==> config.mk <==
export PLATFORM = sky130hd
export DESIGN_NAME = mul_div_unit
export DESIGN_NICKNAME = d
export VERILOG_FILES = /design/src/rtl/muldiv_pkg.sv /design/src/rtl/muldiv_step.sv /design/src/rtl/mul_div_unit.sv
export SDC_FILE = /design/constraint.sdc
export NUM_CORES = 1
export LEC_CHECK = 0
export ABC_AREA = 1
export CAP_MARGIN = 30
export CELL_PAD_IN_SITES_DETAIL_PLACEMENT = 0
export CELL_PAD_IN_SITES_GLOBAL_PLACEMENT = 2
export CORE_MARGIN = 5
export CORE_UTILIZATION = 34
export DETAILED_ROUTE_END_ITERATION = 7
export GPL_TIMING_DRIVEN = 0
export PLACE_DENSITY = 0.94
export SKIP_LAST_GASP = 1
export SYNTH_ARGS = -nofsm -noshare
export SYNTH_HDL_FRONTEND = slang
export SYNTH_SLANG_ARGS = --single-unit
==> constraint.sdc <==
create_clock -name clk -period 9.6 [get_ports clk]
set_clock_uncertainty 0.1 [all_clocks]
set_input_delay 1.92 -clock clk [delete_from_list [all_inputs] [get_ports clk]]
set_output_delay 1.92 -clock clk [all_outputs]
set_load 0.1 [all_outputs]
==> src/rtl/muldiv_pkg.sv <==
// muldiv_pkg: op codes, FSM states and step count shared by the
// multiply/divide unit and its per-cycle datapath.
package muldiv_pkg;

    typedef enum logic [1:0] {
        OP_MULT  = 2'b00,
        OP_MULTU = 2'b01,
        OP_DIV   = 2'b10,
        OP_DIVU  = 2'b11
    } op_e;

    typedef enum logic [1:0] {
        S_IDLE = 2'b00,
        S_RUN  = 2'b01,
        S_DONE = 2'b10
    } state_e;

    localparam logic [4:0] STEP_LAST = 5'd31;

    function automatic logic [31:0] mag32(input logic [31:0] v,
                                          input logic        sgn);
        return (sgn && v[31]) ? (32'd0 - v) : v;
    endfunction

endpackage

==> src/rtl/muldiv_step.sv <==
// muldiv_step: one shift-add multiply step or one restoring divide step
// on unsigned magnitudes; purely combinational.
module muldiv_step
    import muldiv_pkg::*;
(
    input  logic        i_div,
    input  logic [31:0] i_acc,
    input  logic [31:0] i_low,
    input  logic [31:0] i_opnd,
    output logic [31:0] o_acc,
    output logic [31:0] o_low
);

    logic [32:0] w_sum;
    logic [32:0] w_sh;
    logic [31:0] w_diff;
    logic        w_ge;

    // multiply: acc:low is the partial product, low[0] is the next multiplier bit
    assign w_sum  = {1'b0, i_acc} + (i_low[0] ? {1'b0, i_opnd} : 33'd0);

    // divide: acc is the partial remainder, low shifts dividend out, quotient in
    assign w_sh   = {i_acc, i_low[31]};
    assign w_ge   = (w_sh >= {1'b0, i_opnd});
    assign w_diff = w_sh[31:0] - i_opnd;

    always_comb begin
        o_acc = w_sum[32:1];
        o_low = {w_sum[0], i_low[31:1]};
        if (i_div) begin
            o_acc = w_ge ? w_diff : w_sh[31:0];
            o_low = {i_low[30:0], w_ge};
        end
    end

endmodule

==> src/rtl/mul_div_unit.sv <==
// mul_div_unit: iterative 32-bit MULT/MULTU/DIV/DIVU with HI/LO registers.
// Define MULDIV_FAST_MULT_EN for single-cycle multiplies.
module mul_div_unit
    import muldiv_pkg::*;
(
    input  logic        clk,
    input  logic        reset,
    input  logic        start,
    input  logic [1:0]  op,
    input  logic [31:0] a,
    input  logic [31:0] b,
    input  logic        hi_we,
    input  logic        lo_we,
    input  logic [31:0] wd,
    output logic        busy,
    output logic        done,
    output logic [31:0] hi,
    output logic [31:0] lo
);

    state_e      r_state;
    logic [4:0]  r_cnt;
    logic [31:0] r_acc;
    logic [31:0] r_low;
    logic [31:0] r_opnd;
    logic        r_div;
    logic        r_neg_q;
    logic        r_neg_r;
    logic        r_div0;
    logic        r_busy;
    logic        r_done;
    logic [31:0] r_hi;
    logic [31:0] r_lo;

    logic        w_signed;
    logic [31:0] w_a_mag;
    logic [31:0] w_b_mag;
    logic [31:0] w_step_acc;
    logic [31:0] w_step_low;
    logic [63:0] w_prod;
    logic [63:0] w_prod_fix;
    logic [31:0] w_quo;
    logic [31:0] w_rem;

    assign w_signed = (op == OP_MULT) || (op == OP_DIV);
    assign w_a_mag  = mag32(a, w_signed);
    assign w_b_mag  = mag32(b, w_signed);

    muldiv_step u_step (
        .i_div  (r_div),
        .i_acc  (r_acc),
        .i_low  (r_low),
        .i_opnd (r_opnd),
        .o_acc  (w_step_acc),
        .o_low  (w_step_low)
    );

    assign w_prod     = {w_step_acc, w_step_low};
    assign w_prod_fix = r_neg_q ? (64'd0 - w_prod) : w_prod;
    assign w_rem      = r_neg_r ? (32'd0 - w_step_acc) : w_step_acc;
    assign w_quo      = r_div0 ? 32'hFFFF_FFFF
                      : (r_neg_q ? (32'd0 - w_step_low) : w_step_low);

`ifdef MULDIV_FAST_MULT_EN
    logic [63:0] w_fast;
    logic        w_sa;
    logic        w_sb;

    assign w_sa   = w_signed & a[31];
    assign w_sb   = w_signed & b[31];
    assign w_fast = {{32{w_sa}}, a} * {{32{w_sb}}, b};
`endif

    always_ff @(posedge clk or posedge reset) begin
        if (reset) begin
            r_state <= S_IDLE;
            r_cnt   <= 5'd0;
            r_acc   <= 32'd0;
            r_low   <= 32'd0;
            r_opnd  <= 32'd0;
            r_div   <= 1'b0;
            r_neg_q <= 1'b0;
            r_neg_r <= 1'b0;
            r_div0  <= 1'b0;
            r_busy  <= 1'b0;
            r_done  <= 1'b0;
            r_hi    <= 32'd0;
            r_lo    <= 32'd0;
        end else begin
            r_done <= 1'b0;
            unique case (r_state)
                S_IDLE: begin
                    if (hi_we) r_hi <= wd;
                    if (lo_we) r_lo <= wd;
                    if (start) begin
                        r_div   <= op[1];
                        r_neg_q <= w_signed & (a[31] ^ b[31]);
                        r_neg_r <= w_signed & a[31];
                        r_div0  <= op[1] && (b == 32'd0);
                        r_acc   <= 32'd0;
                        r_low   <= op[1] ? w_a_mag : w_b_mag;
                        r_opnd  <= op[1] ? w_b_mag : w_a_mag;
`ifdef MULDIV_FAST_MULT_EN
                        if (!op[1]) begin
                            r_hi    <= w_fast[63:32];
                            r_lo    <= w_fast[31:0];
                            r_done  <= 1'b1;
                            r_state <= S_DONE;
                        end else begin
                            r_cnt   <= STEP_LAST;
                            r_busy  <= 1'b1;
                            r_state <= S_RUN;
                        end
`else
                        r_cnt   <= STEP_LAST;
                        r_busy  <= 1'b1;
                        r_state <= S_RUN;
`endif
                    end
                end
                S_RUN: begin
                    r_acc <= w_step_acc;
                    r_low <= w_step_low;
                    if (r_cnt == 5'd0) begin
                        r_hi    <= r_div ? w_rem : w_prod_fix[63:32];
                        r_lo    <= r_div ? w_quo : w_prod_fix[31:0];
                        r_busy  <= 1'b0;
                        r_done  <= 1'b1;
                        r_state <= S_DONE;
                    end else begin
                        r_cnt <= r_cnt - 5'd1;
                    end
                end
                S_DONE: begin
                    if (hi_we) r_hi <= wd;
                    if (lo_we) r_lo <= wd;
                    r_state <= S_IDLE;
                end
                default: r_state <= S_IDLE;
            endcase
        end
    end

    assign busy = r_busy;
    assign done = r_done;
    assign hi   = r_hi;
    assign lo   = r_lo;

endmodule

=== Word level (Yosys, flattened, before mapping) ===
Index checks and enable logic that the tools add are counted.

* Register bits: 173
* Bits in latches: 0
* Bits in writable memories: 0
* Memory bits (read-only): 0
* Output and inout port bits: 66
* Memories kept: 0

* $add $sub $neg: 8
* Multipliers: 0
* Divide/modulo/power cells: 0
* Order comparisons: 1
* Equal/unequal tests: 8
* Shifts and indexed selects: 0
* Mux-type cells: 35
* Bitwise gates (word level): 3
* Reductions and logical operators: 18

{| class="wikitable"
|+ Operators by type and width
! cell !! count
|-
| 32-bit two-way mux || 19
|-
| 32-bit case mux with 2 select lines || 4
|-
| 1-bit by 32-bit subtractor with 32-bit output (first input constant) || 4
|-
| 64-bit two-way mux || 1
|-
| 1-bit by 64-bit subtractor with 64-bit output (first input constant) || 1
|-
| 32-bit by 33-bit adder with 33-bit output || 1
|-
| 33-bit by 32-bit greater-or-equal comparator with 1-bit output || 1
|-
| 32-bit logical NOT || 1
|-
| 32-bit subtractor || 1
|-
| 3-bit AND reduction || 4
|-
| 5-bit two-way mux || 2
|-
| 5-bit case mux with 2 select lines || 1
|-
| 2-bit != test (second input constant) || 3
|-
| 2-bit AND reduction || 3
|-
| 5-bit logical NOT || 1
|-
| 5-bit by 1-bit subtractor with 5-bit output (second input constant) || 1
|-
| 2-bit equality test (second input constant) || 2
|-
| 2-bit logical NOT || 2
|-
| 1-bit two-way mux || 4
|-
| 2-bit two-way mux || 2
|-
| 2-bit by 1-bit != test with 1-bit output (second input constant) || 2
|-
| 2-bit case mux with 2 select lines || 1
|-
| 2-bit nonzero test || 2
|-
| 1-bit logical AND || 3
|-
| 6 further kinds || 7
|}

=== Logic depth before layout (Yosys ltp) ===
* Depth after elaboration: 9
* Gate-level depth with buffers: 32

=== Cells and area by module ===
A second synthesis with hierarchy kept.

* Cells, all modules: 3,243
* Area total of the unflattened synthesis: 18,953.2 sq um

{| class="wikitable"
|+ By module, submodules not included
! module !! instances !! cells each !! area each (sq um) !! seq. area each (sq um)
|-
| mul_div_unit || 1 || 1,971 || 12,673.4 || 4,329.2
|-
| muldiv_step || 1 || 1,272 || 6,279.8 || 0.0
|}

=== Worst setup path before layout ===
OpenSTA, ideal clock, no wires.

* Kind: input to register
* From: in a[0]
* To: reg r_opnd[28]
* Data arrival time: 4.096 ns
* Required time: 9.413 ns
* Slack: 5.318 ns
* Stages: 17
* Path buffers: 0
* Cells stage by stage: inv_1 -> ha_1 -> inv_1 -> nor3_1 -> nand3_1 -> nor3_1 -> nand2_1 -> nor3_1 -> nand2_1 -> nor3_1 -> nand4_1 -> nor3_1 -> a21oi_1 -> nor2_1 -> xnor2_1 -> nand2_1 -> o211ai_1

* Cells in the longest elaborated chain, start to end: 3

{| class="wikitable"
|+ RTL lines
! what !! line !! source
|-
| start, declared || mul_div_unit.sv:10 || <nowiki>input logic [31:0] a,</nowiki>
|-
| 1-bit by 32-bit subtractor with 32-bit output || muldiv_pkg.sv:22 || <nowiki>return (sgn && v[31]) ? (32'd0 - v) : v;</nowiki>
|-
| 32-bit two-way mux || muldiv_pkg.sv:22 ||
|-
| 32-bit two-way mux || mul_div_unit.sv:102 || <nowiki>r_opnd <= op[1] ? w_b_mag : w_a_mag;</nowiki>
|-
| end signal, assigned || mul_div_unit.sv:102 ||
|-
| end, declared || mul_div_unit.sv:25 || <nowiki>logic [31:0] r_opnd;</nowiki>
|}

No other way between the ends.
A chain may end at the register's enable or synchronous reset.

=== Final worst setup path ===
* From: reg r_low[0]
* To: reg r_hi[31] (netlist: hi[31])

* Cells in the longest elaborated chain, start to end: 8

{| class="wikitable"
|+ RTL lines
! what !! line !! source
|-
| start, declared || mul_div_unit.sv:24 || <nowiki>logic [31:0] r_low;</nowiki>
|-
| start signal, assigned || mul_div_unit.sv:101 || <nowiki>r_low <= op[1] ? w_a_mag : w_b_mag;</nowiki>
|-
| start signal, assigned || mul_div_unit.sv:123 || <nowiki>r_low <= w_step_low;</nowiki>
|-
| 32-bit two-way mux || muldiv_step.sv:20 || <nowiki>assign w_sum = {1'b0, i_acc} + (i_low[0] ? {1'b0, i_opnd} : 33'd0);</nowiki>
|-
| 32-bit by 33-bit adder with 33-bit output || muldiv_step.sv:20 ||
|-
| 32-bit two-way mux || muldiv_step.sv:30 || <nowiki>if (i_div) begin</nowiki>
|-
| 1-bit by 64-bit subtractor with 64-bit output or 1-bit by 32-bit subtractor with 32-bit output (tied branches) || mul_div_unit.sv:59, mul_div_unit.sv:60 ||
|-
| 64-bit two-way mux or 32-bit two-way mux (tied branches) || mul_div_unit.sv:59, mul_div_unit.sv:60 ||
|-
| 32-bit two-way mux * || mul_div_unit.sv:125 || <nowiki>r_hi <= r_div ? w_rem : w_prod_fix[63:32];</nowiki>
|-
| 32-bit two-way mux * || mul_div_unit.sv:124 || <nowiki>if (r_cnt == 5'd0) begin</nowiki>
|-
| 32-bit case mux with 2 select lines * || mul_div_unit.sv:91 || <nowiki>unique case (r_state)</nowiki>
|-
| end signal, assigned || mul_div_unit.sv:93 || <nowiki>if (hi_we) r_hi <= wd;</nowiki>
|-
| end signal, assigned || mul_div_unit.sv:125 ||
|-
| end signal, assigned || mul_div_unit.sv:135 || <nowiki>if (hi_we) r_hi <= wd;</nowiki>
|-
| end, declared || mul_div_unit.sv:32 || <nowiki>logic [31:0] r_hi;</nowiki>
|}

Every way passes the cells marked *; elsewhere a longest branch is shown, timed or not. The select of a mux whose other input is x is not followed.

==> results.yml <==
outcome:
  status: "completed"
routing:
  first_iter_violations: 2147
  drt_pre_antenna_iters: 6
  wl_um: 90200
  ant_nets: 0
  drc: 0
  wl_per_cell_um: 23.0
  viasPerCell: 5.39
  vias: 21200
clock_network:
  numCtsBuffers: 17
  clk_pin_slew_ns: 0.07
  clockBufferDepth: 2
  clock-sinks: 173
  cts_resized: 0
  cts-hold-fix-buffers: 0
  cts_tree: "yes"
  cts_setup_buffers: 0
  clk_latency_ns: 0.50
  htreeDepth: 4
  cts_root_buf: "clkbuf_16"
grt:
  antenna_found_initial: 1
  grt_pass1_wl_um: 130000
  grt_pass1_vias: 19900
  grt_use_total: 0.303
  overflow: 0
  grt_max_degree: 93
sta:
  fmax_ghz: 0.181
  hold_viol: 0
  fin_crit_sh: 0.577
  maxSlewViolCount: 0
  slew_headroom: 0.309
  setup_violations: 0
  fin_crit_ns: 5.54
  setup_tns_ns: 0
  rsz0062_at_grt: "false"
  tightest_slew_ns: 1.03
floorplanning:
  dieArea_um2: 58100
  coreArea_um2: 52800
  die_w_um: 241
  rows: 84
  pin_count: 169
  die_y_um: 241
  start_util: 0.344
worst_setup_path:
  critPathMaxStageDelay_ns: 0.47
  worst-path-buf-inv: 6
  crit_end: "hi[31]$_DFFE_PP0P_"
  cp_slowest_cell: "clkbuf_1"
  r2r_end: "hi[31]$_DFFE_PP0P_"
  cpMostUsedCell: "nand2_1"
  worstPathMaxFanout: 10
  criticalPathCategory: "reg2reg"
  cp-startpoint: "r_low[0]$_DFFE_PP0P_"
  r2r_start: "r_low[0]$_DFFE_PP0P_"
  r2r_cells: 30
  r2r_slack_ns: 4.06
  crit_family: "simple AND/OR/NAND/NOR gates"
  required_ns: 9.92
  crit_cells: 30
  cp.arrival_ns: 5.86
  start_kind: "flip-flop"
  endpoint_kind: "flip-flop"
synth:
  yosysWarnings: 0
  yosysSeqAreaShare: 0.238
  syn_area_per_cell_um2: 5.99
  netlist_instances: 3033
  syn-num-nets: 3208
  ys_types: 59
  yosysTopAreaCell: "dfrtp_1"
  syn_area_um2: 18200
  synthTopCellsByArea: "dfrtp_1 (24%), nand2_1 (17%), inv_1 (9.8%), nand3_1 (7.6%), nor2_1 (7.2%)"
  synth.ff_latch_count: 173
  yosysTopAreaCellShare: 0.238
cells_and_area:
  fill_cells: 5909
  syn_to_final_growth_pct: 17.7
  final_nets: 3399
  n_antenna_cell: 0
  drive_gt1_frac: 0.0538
placement:
  io_buffers: 168
  gp_congestion: 0.990
  dp_hpwl_um: 76400
worst_hold_path:
  hp-class: "reg2reg"
run:
  max_cap_viol_count: 0
## cell families (layout without fill, tap and decap cells)
kind of cell / count (synthesis) / count (layout) / share of synthesized area
AND/OR/NAND/NOR: 1638 / 1638 / 0.392
flip-flops: 173 / 173 / 0.238
adder cells (fa/ha/maj): 72 / 72 / 0.0504
AO/OA/AOI/OAI: 475 / 475 / 0.151
XOR/XNOR: 79 / 79 / 0.0381
buffers and inverters: 596 / 800 / 0.130
## through the flow
stage | std cells | hold WS (ns) | util | setup slack (ns) | cell area (µm²)
6_report | 3925 | 0.415 | 0.405 | 4.06 | 21400
5_1_grt | 3925 | 0.438 | 0.405 | 3.64 | 21400
4_1_cts | 3925 | 0.418 | 0.405 | 4.06 | 21400
3_3_place_gp | 3889 | 0.379 | 0.392 | 0.269 | 20700
3_5_place_dp | 3893 | 0.398 | 0.393 | 4.09 | 20800
2_1_floorplan | 3033 | 0.352 | - | 2.89 | 18200
## cell type report
| cell class | instances | area (µm²) | share of cell area |
|---|---|---|---|
| plain buffers | 103 | 510 | 0.0239 |
| multi-input cells | 2264 | 11500 | 0.537 |
| clock inverters | 10 | 151 | 0.00709 |
| inverters | 493 | 1860 | 0.0870 |
| repair buffers | 172 | 1720 | 0.0807 |
| flip-flops and latches | 173 | 4330 | 0.203 |
| clock buffers | 22 | 464 | 0.0217 |
| well taps | 688 | 861 | 0.0403 |
## state kept, by name (all words and copies together), names as in the netlist, 2 cells and up
name	count
r_opnd	32
r_state	2
hi	32
lo	32
r_low	32
r_acc	32
r_cnt	5
## worst min path at each step
stage / startpoint / slack (ns) / to / cells after the start
3_5_place_dp: hi[5]$_DFFE_PP0P_ / 0.40 / hi[5]$_DFFE_PP0P_ / 2
3_3_place_gp: hi[5]$_DFFE_PP0P_ / 0.38 / hi[5]$_DFFE_PP0P_ / 2
2_1_floorplan: r_div0$_DFFE_PP0P_ / 0.35 / r_div0$_DFFE_PP0P_ / 2
4_1_cts: hi[5]$_DFFE_PP0P_ / 0.42 / hi[5]$_DFFE_PP0P_ / 2
5_1_grt: hi[5]$_DFFE_PP0P_ / 0.44 / hi[5]$_DFFE_PP0P_ / 2
6_report: hi[5]$_DFFE_PP0P_ / 0.41 / hi[5]$_DFFE_PP0P_ / 2
## cell usage after synthesis, drive strengths merged
library cell / n
nand2: 848
inv: 490
nor2: 383
nand3: 288
dfrtp: 173
a21oi: 165
o21ai: 149
ha: 70
clkbuf: 69
xor2: 65
o22ai: 57
nand4: 36
nor3: 36
buf: 34
a31oi: 27
or2: 20
o211ai: 18
nand3b: 14
xnor2: 14
o221ai: 12
o21a: 10
o21bai: 9
a221o: 8
a22oi: 7
and2: 7
a21o: 4
nor4: 4
clkinv: 3
o2111ai: 3
fa: 2
o31ai: 2
a211o: 1
a221oi: 1
a311o: 1
and3: 1
nor3b: 1
o32ai: 1
## worst reg2reg max path: cells and delay by family, from the launching register on
family,cells,cell delay (ns)
and+or+nand+nor,20,2.35
buffers and inverters,6,1.56
AOI/OAI and AO/OA,2,0.63
adders and majority gates,2,0.52
DFF,1,0.32
## placed cells by master, fill, tap and decap left out, types with 10 or more instances in the layout
master,synthesis,layout
clkbuf_16,0,17
nor2_1,348,348
o211ai_1,18,18
inv_1,475,474
xor2_1,65,65
dfrtp_1,173,173
inv_2,15,15
nand3_1,274,274
a31oi_1,27,27
nand3_2,12,12
xnor2_1,14,14
buf_6,10,10
nor3_1,32,32
nand4_1,34,34
ha_1,70,70
clkbuf_1,69,72
or2_2,18,18
o21a_1,10,10
nand2_1,825,825
nand3b_1,14,14
buf_2,11,14
nand2_2,21,21
o221ai_1,12,12
a21oi_1,163,163
clkdlybuf4s50_1,0,168
o21ai_1,15,15
o22ai_1,57,57
o21ai_0,133,133
nor2_2,25,25
## routing by layer
| layer | global-route usage | share of wire |
|---|---|---|
| met1 | 0.425 | 0.45 |
| met2 | 0.480 | 0.45 |
| met3 | 0.0410 | 0.064 |
| met4 | 0.107 | 0.038 |
| met5 | 0 | 0 |
Power is left out: the tool's default activity adds up to more than one toggle a clock period on the data nets, which glitch-free logic cannot reach.
